[config.mk]
export PLATFORM = sky130hd
export DESIGN_NAME = regfile_wb_arbiter
export DESIGN_NICKNAME = d
export VERILOG_FILES = /design/src/rtl/regfile_wb_arbiter.sv
export SDC_FILE = /design/constraint.sdc
export NUM_CORES = 1
export LEC_CHECK = 0
export ABC_AREA = 1
export BUFFER_PORTS_ARGS = -buffer_cell sky130_fd_sc_hd__buf_2
export CAP_MARGIN = 20
export CORE_MARGIN = 3
export CORE_UTILIZATION = 46
export DETAILED_ROUTE_END_ITERATION = 10
export MAX_ROUTING_LAYER = met4
export PLACE_DENSITY = 0.79
export SETUP_SLACK_MARGIN = 0.02
export SLEW_MARGIN = 20
export SYNTH_ARGS = -nofsm -noshare
export SYNTH_HDL_FRONTEND = slang
export SYNTH_SLANG_ARGS = --single-unit
[constraint.sdc]
create_clock -name clk -period 1.7 [get_ports clk]
set_input_delay 0.085 -clock clk [delete_from_list [all_inputs] [get_ports clk]]
set_output_delay 0.085 -clock clk [all_outputs]
set_load 0.05 [all_outputs]
[src/rtl/regfile_wb_arbiter.sv]
// Purpose : round-robin share of the register file write port between ALU (A) and load (B) writeback.
// Latency : 1 cycle from accepted transfer to wr_valid/wr_en/wr_addr/wr_data; pending updates 1 cycle after cause.
// Backpres: a_ready/b_ready are combinational grants from valids + priority; the loser waits with its request held.
//
// Ports:
//   clk, rst              - clock, synchronous active-high reset
//   a_valid/a_ready/...   - ALU writeback request (addr, data)
//   b_valid/b_ready/...   - load writeback request (addr, data)
//   iss_valid, iss_addr   - destination register of an issuing instruction (marks it pending)
//   wr_valid, wr_en,      - registered write to the register file; wr_en is one-hot and
//   wr_addr, wr_data        is never set for register 0
//   pending               - per-register outstanding-write scoreboard for RAW hazard checks
module regfile_wb_arbiter #(
  parameter int DATA_W = 32
) (
  input  logic              clk,
  input  logic              rst,
  input  logic              a_valid,
  output logic              a_ready,
  input  logic [4:0]        a_addr,
  input  logic [DATA_W-1:0] a_data,
  input  logic              b_valid,
  output logic              b_ready,
  input  logic [4:0]        b_addr,
  input  logic [DATA_W-1:0] b_data,
  input  logic              iss_valid,
  input  logic [4:0]        iss_addr,
  output logic              wr_valid,
  output logic [31:0]       wr_en,
  output logic [4:0]        wr_addr,
  output logic [DATA_W-1:0] wr_data,
  output logic [31:0]       pending
);

  typedef enum logic {PRI_A, PRI_B} pri_t;

  pri_t              state, state_nxt;
  logic              xfer;
  logic [4:0]        sel_addr;
  logic [DATA_W-1:0] sel_data;
  logic [31:0]       sel_onehot;
  logic [31:0]       set_vec;
  logic [31:0]       clr_vec;

  always_ff @(posedge clk) begin
    if (rst) state <= PRI_A;
    else     state <= state_nxt;
  end

  // Grant and next priority. Readies are forced low during reset so no
  // requester sees a transfer that the reset would then discard.
  always_comb begin
    a_ready   = 1'b0;
    b_ready   = 1'b0;
    state_nxt = state;
    if (!rst) begin
      if (a_valid && (!b_valid || state == PRI_A)) a_ready = 1'b1;
      else if (b_valid)                           b_ready = 1'b1;
    end
    if (a_ready)      state_nxt = PRI_B;
    else if (b_ready) state_nxt = PRI_A;
  end

  assign xfer = a_ready | b_ready;

  always_comb begin
    sel_addr   = b_ready ? b_addr : a_addr;
    sel_data   = b_ready ? b_data : a_data;
    sel_onehot = 32'd0;
    if (xfer && sel_addr != 5'd0) sel_onehot[sel_addr] = 1'b1;
  end

  // Scoreboard update vectors. Register 0 never appears in either, which
  // keeps pending[0] at zero. Set is OR'd in after the clear so a newer
  // issue to the register being written keeps it pending.
  always_comb begin
    set_vec = 32'd0;
    if (iss_valid && iss_addr != 5'd0) set_vec[iss_addr] = 1'b1;
    clr_vec = sel_onehot;
  end

  always_ff @(posedge clk) begin
    if (rst) begin
      wr_valid <= 1'b0;
      wr_en    <= 32'd0;
      wr_addr  <= 5'd0;
      wr_data  <= '0;
      pending  <= 32'd0;
    end else begin
      wr_valid <= xfer;
      wr_en    <= sel_onehot;
      if (xfer) begin
        wr_addr <= sel_addr;
        wr_data <= sel_data;
      end
      pending <= (pending & ~clr_vec) | set_vec;
    end
  end

endmodule

# == Word-level counts from Yosys, hierarchy flattened ==
# Cells that the tools add are included.
# Widths: inputs -> output; s select.
# op_classes
n_mux,15
bitwise,5
magnitude_cmp,4
n_reduce_logical,10
# ops
operator,n
$mux 32,3
$and 32x32->32,1
$not 32->32,1
$or 32x32->32,1
$lt 5x6->1 const B,2
$demux 1 s5,2
$ge 5x1->1 const B,2
$reduce_bool 5->1,2
$mux 1,9
$logic_and 1x1->1,5
$mux 5,1
$reduce_bool 2->1,1
$logic_not 1->1,1
$logic_or 1x1->1,1
$not 1->1,1
$or 1x1->1,1
# word_totals
elab_cells,40
input_bits,84
regBits,103
output_inout_bits,104

# == Depth between registers and ports, before layout ==
# Gate-level depths: netlist of run 1.
# logic_depth
ltp_word,14
mapped_depth,11
ltp_nobuf,10

# == Worst setup path before layout of run 1 ==
# OpenSTA, ideal clock, no wires.
# synth_path
path_type,flip-flop to flip-flop
start,register state
end,register pending[12]
path_stages_with_launch,11
slack_ns,0.315
arrival_time_ns,1.253
synth_period_minus_slack_ns,1.385
required_time_ns,1.568
setup_ns,0.132
n_path_buf,0
cell_sequence,dfxtp_1 > inv_1 > nand2_2 > nand2_4 > nand2_1 > nand2_1 > nand2_2 > nor2_2 > nand2_1 > nand2_1 > a21oi_1
# synth_between
elab_chain_len,14
word_cells_on_any_way,20
classes_between,order compare: 2; mux: 8; bitwise: 5; reduce/logical: 5
# synth_rtl
item,line_no,rtl
from (decl),37,"pri_t state, state_nxt;"
from (signal assigned),47,else state <= state_nxt;
$not 1->1 *,57,if (a_valid && (!b_valid || state == PRI_A)) a_ready = 1'b1;
$logic_or 1x1->1 *,57,
$logic_and 1x1->1 *,57,
$mux 1,57,
$mux 1,56,if (!rst) begin
$mux 5,67,sel_addr = b_ready ? b_addr : a_addr;
$lt 5x6->1 (implied by the code) or $ge 5x1->1 (tied branches),70,if (xfer && sel_addr != 5'd0) sel_onehot[sel_addr] = 1'b1;
$logic_and 1x1->1 (implied by the code),70,
$mux 1 (implied by the code),70,
$demux 1 s5,70,
$mux 32 *,70,
$not 32->32 *,96,pending <= (pending & ~clr_vec) | set_vec;
$and 32x32->32 *,96,
$or 32x32->32 *,96,
to (signal assigned),96,
to (decl),32,output logic [31:0] pending
# Mark *: on every way between the ends. The rest lies on a longest branch, timed or not.
# A chain may end at the register's enable or synchronous reset.

# == Worst setup path in the final report of run 1 ==
# layout_path
start,register state
end,output b_ready
# layout_between
elab_chain_len,5
# layout_rtl
item,line_no,rtl
$not 1->1,57,
$logic_or 1x1->1,57,
$logic_and 1x1->1,57,
$mux 1,57,
$mux 1,56,
to (decl),23,"output logic b_ready,"
# Every way passes these cells.

==> flow_summary.ini, run 1 <==
[synth]
ys_seq_area_share_pct = 51.7
synth_most_common_cell = nand2_1
synthTopCellsByCount = 111 x nand2_1, 103 x dfxtp_1, 72 x nor2_1
synth_top_area_share_pct = 51.7
synth.area.top_cells = dfxtp_1 52%, nand2_1 10%, nor2_1 6.8%, nand3_1 6.4%, o31ai_1 5.8%
ys_ff_latch = 103
yosysWarnings = 0
ys_types = 24
synth_top_area_cell = dfxtp_1
synthFlopType = dfxtp_1
syn-cell-area_um2 = 3990
synth_edf_count = 0
syn_nets = 603
postSynth.asyncResetShare_pct = 0
syn_area_per_cell_um2 = 7.69
syn_inst = 519

[critical_path]
crit_arrival_ns = 1.48
crit_chain = inv_1 -> nand2_4 -> nand2_8 -> inv_2 -> buf_12 -> buf_6
crit_fanout = 33
critical_path_class = flop to primary output
reg2reg_setup_slack_ns = 0.13
crit_slowest_cell = dfxtp_2
critPathMaxStageDelay_ns = 0.35
start_kind = flop
crit_path_end_kind = primary output
crit_required_ns = 1.62

[routing]
ant_nets = 0
viasPerCell = 5.08
wirelength_um = 12200
wl_per_cell_um = 15.0
drcViolationCount = 0
via_count = 4156
dr.pass1.iters = 4
drt_iter0_markers = 223

[clock_tree]
htreeDepth = 3
root_buffer = clkbuf_8
path_clk_slew_ns = 0.10
clkSinkCount = 103
cts_tree = done
cts_max_path_buffers = 2
cts_buffers = 9
clock_latency_ns = 0.35

[power_and_ir_drop]
p_leak_nw = 2.87
peakVddDrop_v = 0.000530
pwr-share-comb_pct = 22.3
switching_share_pct = 34.1
p_sw_w = 0.00176
power_w = 0.00516
p_clk_share_pct = 27.4
p_int_w = 0.00340
power_density_nw_per_um2 = 970
p_seq_share_pct = 50.4

[die]
coreArea_um2 = 8300
ioPinCount = 188
start_util_pct = 48.1
die_w_um = 99.1
rows = 33
fp.dieH_um = 99.1
dieArea_um2 = 9830

[final_layout]
drive_gt1_share_pct = 33.7
n_antenna_cell = 0
fin_area_um2 = 5320
nets = 792
syn_to_final_growth_pct = 33.3
fillers = 718

[timing]
maxSlewHeadroom_pct = 58.9
grt_setup_unrepaired = yes
hold_ws_ns = 0.0155
slew_viol_final = 0
period_needed_ns = 1.57
clock_skew_ns = 0.00979
finalSetupViolCount = 0
tightest_slew_ns = 0.615
finalHoldViolations = 0
fmax_mhz = 637
period_share_pct = 92.3

[global_route]
grt_max_degree = 43
antenna_found_initial = 0
gr-usage-all-layers_pct = 24.8
grt_pass1_vias = 3968
globalRouteOverflowTotal = 0
grt_pass1_wl_um = 19000

[placed_design]
gp_congestion = 0.892
placed_cell_area_um2 = 5020
hpwl_um = 9130
portBuffers = 187

[status]
status = finished, final reports clean

[min_path]
hold_path.class = input pin to flop

[job]
maxCapViolCount = 0
-- critical path, delay by kind of cell (launching register included) --
| kind | cells | cell delay, ns |
|---|---|---|
| simple gates | 2 | 0.24 |
| flops | 1 | 0.35 |
| buf+inv | 4 | 0.52 |
-- metrics by stage --
step                      util [%]  worst slack, ns  cells  TNS [ns]
after floorplan                  -            0.315    519         0
after global placement        60.5           0.0981    797         0
after detailed placement      60.5          0.00205    797         0
after CTS                     63.3           0.0191    816         0
after global routing          64.1          -0.0257    818   -0.0907
final                         64.1            0.131    818         0
-- area by class of cell --
cell class	count	area (um^2)	area share, %
inverters	63	236	4.45
clock buffers	10	128	2.40
well taps	105	131	2.47
clock inverters	6	52.6	0.988
multi-input cells	331	1630	30.6
flip-flops and latches	103	2060	38.8
repair buffers	200	1080	20.3
-- sequential cells by signal, indices dropped and copies added (netlist names) --
register / cells
wr_addr: 5
wr_valid: 1
wr_data: 32
wr_en: 32
pending: 32
state: 1
-- cell usage in the layout, fill, tap and decap left out, types with 3 or more instances in the layout --
| cell type | instances |
|---|---|
| buf_2 | 186 |
| nor2_1 | 72 |
| dfxtp_1 | 102 |
| inv_1 | 61 |
| buf_4 | 5 |
| clkbuf_8 | 9 |
| nand3_1 | 50 |
| a21oi_1 | 31 |
| dlygate4sd3_1 | 4 |
| o31ai_1 | 31 |
| nand2_1 | 109 |
| nand2_2 | 8 |
| buf_6 | 3 |
| nor2_2 | 9 |
| o211ai_1 | 6 |
-- kinds of logic after synthesis --
group | synth area share (%)
buffers and inverters | 8.81
and+or+nand+nor | 28.1
DFF | 51.7
other | 0.0940
AOI/OAI and AO/OA | 11.3
-- timing repair --
action / in CTS / in global routing
hold buffers: 3 / 1
endpoints found under the setup margin: 9 / 55
buffers inserted: 0 / 0
gates resized for setup: 5 / 10
hold endpoints to repair: 3 / 1
cloned: 0 / 1
pin swaps: 1 / 3
-- per-layer routing --
| metal | vias up | track usage, % | share of wire [%] | wire, um |
|---|---|---|---|---|
| li1 | 2034 | - | - | - |
| met1 | 1902 | 29.4 | 40 | 4940 |
| met2 | 196 | 41.9 | 49 | 6050 |
| met3 | 24 | 3.93 | 7.6 | 927 |
| met4 | 0 | 10.3 | 2.6 | 315 |
| met5 | - | - | 0 | 0 |
-- worst paths after layout --
check                        startpoint                        to  cells past startpoint
setup reg to reg     state$_SDFFE_PP0P_    pending[26]$_SDFF_PP0_                     10
hold / removal               a_data[20]  wr_data[20]$_SDFFE_PP0P_                      3
setup / recovery     state$_SDFFE_PP0P_                   b_ready                      6
hold reg to reg   pending[0]$_SDFF_PP0_     pending[0]$_SDFF_PP0_                      2
-- power groups by stage --
stage          clock network [W]  logic (W)  registers (W)
2_1_floorplan                  0   0.000351        0.00308
3_3_place_gp                   0    0.00109        0.00265
3_5_place_dp                   0    0.00111        0.00265
4_1_cts                  0.00144    0.00112        0.00260
5_1_grt                  0.00156    0.00121        0.00261
6_report                 0.00141    0.00115        0.00260
No activity file was read; power rests on OpenSTA's default activity.
==> inputs of run 2 (changes only) <==
--- a/config.mk
+++ b/config.mk
@@ -9,10 +9,12 @@
 export BUFFER_PORTS_ARGS = -buffer_cell sky130_fd_sc_hd__buf_2
 export CAP_MARGIN = 20
 export CORE_MARGIN = 3
-export CORE_UTILIZATION = 46
+export CORE_UTILIZATION = 48
+export CTS_BUF_LIST = sky130_fd_sc_hd__clkbuf_4
 export DETAILED_ROUTE_END_ITERATION = 10
+export HOLD_SLACK_MARGIN = 0.12
 export MAX_ROUTING_LAYER = met4
-export PLACE_DENSITY = 0.79
+export PLACE_DENSITY = 0.82
 export SETUP_SLACK_MARGIN = 0.02
 export SLEW_MARGIN = 20
 export SYNTH_ARGS = -nofsm -noshare
==> run 2 against run 1 <==
Clock skew increased by 0.0074 ns. Critical path depth unchanged. Design area increased by 13%. Die area decreased by 3.9%. Sequential share of layout area decreased by 4.5 points. Count of clock-buffer cells in the layout decreased by 1. Clock power decreased by 14%. First-iteration DRC count increased by 42%. Critical path type unchanged.
==> flow_summary.ini, run 2 (synthesis gave the netlist of run 1 again) <==
[status]
status = finished, final reports clean

[timing]
grt_setup_unrepaired = no
finalHoldViolations = 0
period_share_pct = 93.7
clock_skew_ns = 0.0172
setup-tns-final_ns = 0
fmax_mhz = 628
worst_slack_ns = 0.107
slew_viol_final = 0
maxSlewHeadroom_pct = 53.7
tightest_slew_ns = 0.692
period_needed_ns = 1.59
finalSetupViolCount = 0

[final_layout]
n_antenna_cell = 0
layout_common_cells = 186 x buf_2, 110 x nand2_1, 102 x dfxtp_1
reg_top3 = pending x32, wr_data x32, wr_en x32
drive_gt1_share_pct = 30.6
final_common_cell = buf_2
final_util_pct = 76.4
nets = 867
syn_to_final_growth_pct = 51.0
final_cells = 890

[die]
start_util_pct = 50.6
die_w_um = 97.2
coreArea_um2 = 7890
rows = 32
fp.dieH_um = 97.2
dieArea_um2 = 9440
ioPinCount = 188

[clock_tree]
root_buffer = clkbuf_4
cts_tree = done
path_clk_slew_ns = 0.16
clock_latency_ns = 0.46
clkSinkCount = 103
cts_buffers = 9
cts_max_path_buffers = 2
htreeDepth = 3

[job]
maxCapViolCount = 0

[routing]
viasPerCell = 5.29
wirelength_um = 14900
drcViolationCount = 0
dr.pass1.iters = 5
ant_nets = 0
via_count = 4704
drt_iter0_markers = 316
wl_per_cell_um = 16.7

[global_route]
grt_pass1_wl_um = 23700
gr-usage-all-layers_pct = 31.5
gr-max-usage-layer = met2
grt_max_degree = 63
met2_usage_pct = 51.9
grt_pass1_vias = 4869
grt.met3_usage_pct = 7.54
grt_use_met1_pct = 34.3
globalRouteOverflowTotal = 0
antenna_found_initial = 0

[critical_path]
crit_required_ns = 1.62
crit_fanout = 17
critical_path_class = flop to primary output
start_kind = flop
crit_path_end_kind = primary output
crit_arrival_ns = 1.51

[placed_design]
gp_congestion = 0.914
dpl.cell_count = 792
hpwl_um = 8690
dpl_worst_slack_ns = 0.0327
portBuffers = 187

[power_and_ir_drop]
power_density_nw_per_um2 = 854
p_leak_nw = 3.17
peakVddDrop_v = 0.000570

[min_path]
hold_path.class = input pin to flop
run 2: cell count changes in the layout (fill, tap and decap cells not counted), sizes merged:
cell and change:
dlygate4sd3 +75, nand2 -1, bufbuf +1, clkbuf -1, clkinvlp -1, inv +2
run 2: per-stage QoR:
step / hold slack, ns / total power (W) / instance area [um^2]
global placement: 0.376 / 0.00373 / 5000
finish: 0.138 / 0.00515 / 6020
detailed placement: 0.396 / 0.00375 / 5000
floorplan: 0.237 / 0.00343 / 3990
global route: 0.168 / 0.00534 / 6020
CTS: 0.124 / 0.00509 / 5980
run 2: worst paths after layout:
path | cells past startpoint | slack [ns] | endpoint | start
min reg2reg | 2 | 0.44 | pending[0]$_SDFF_PP0_ | pending[0]$_SDFF_PP0_
max reg2reg | 6 | 0.13 | wr_data[1]$_SDFFE_PP0P_ | state$_SDFFE_PP0P_
max | 6 | 0.11 | b_ready | state$_SDFFE_PP0P_
min | 5 | 0.14 | wr_addr[1]$_SDFFE_PP0P_ | b_addr[1]
run 2: repair_timing:
action,in CTS,in global routing
endpoints found under the hold margin,79,0
resized for setup,7,6
cloned,1,0
hold buffers,79,0
setup buffers,0,2
pin swaps,0,3
endpoints found under the setup margin,5,34
run 2: area by class of cell:
type	instances	area, um^2
Multi-Input combinational cell	330	1610
Timing Repair Buffer	276	1860
Inverter	63	236
Sequential cell	103	2060
Fill cell	543	1860
Clock inverter	7	61.3
Tap cell	102	128
Clock buffer	9	67.6
run 2: routing by layer:
| metal | wire [um] | vias to the layer above |
|---|---|---|
| met5 | 0 | - |
| met4 | 735 | 0 |
| met3 | 1430 | 73 |
| met2 | 7180 | 326 |
| met1 | 5530 | 2123 |
| li1 | - | 2182 |
run 2: power breakdown:
part	total [W]	leakage [nW]	switching, W	internal (W)
Clock	0.00121	0.0707	0.000880	0.000333
Sequential	0.00261	0.842	0.0000699	0.00254
Combinational	0.00132	2.26	0.000899	0.000424
run 2: critical path: stages (launching register included):
cell	delay (ns)
dfxtp_2	0.37
inv_1	0.06
nand2_4	0.12
nand2_8	0.09
inv_2	0.11
buf_12	0.17
buf_8	0.15
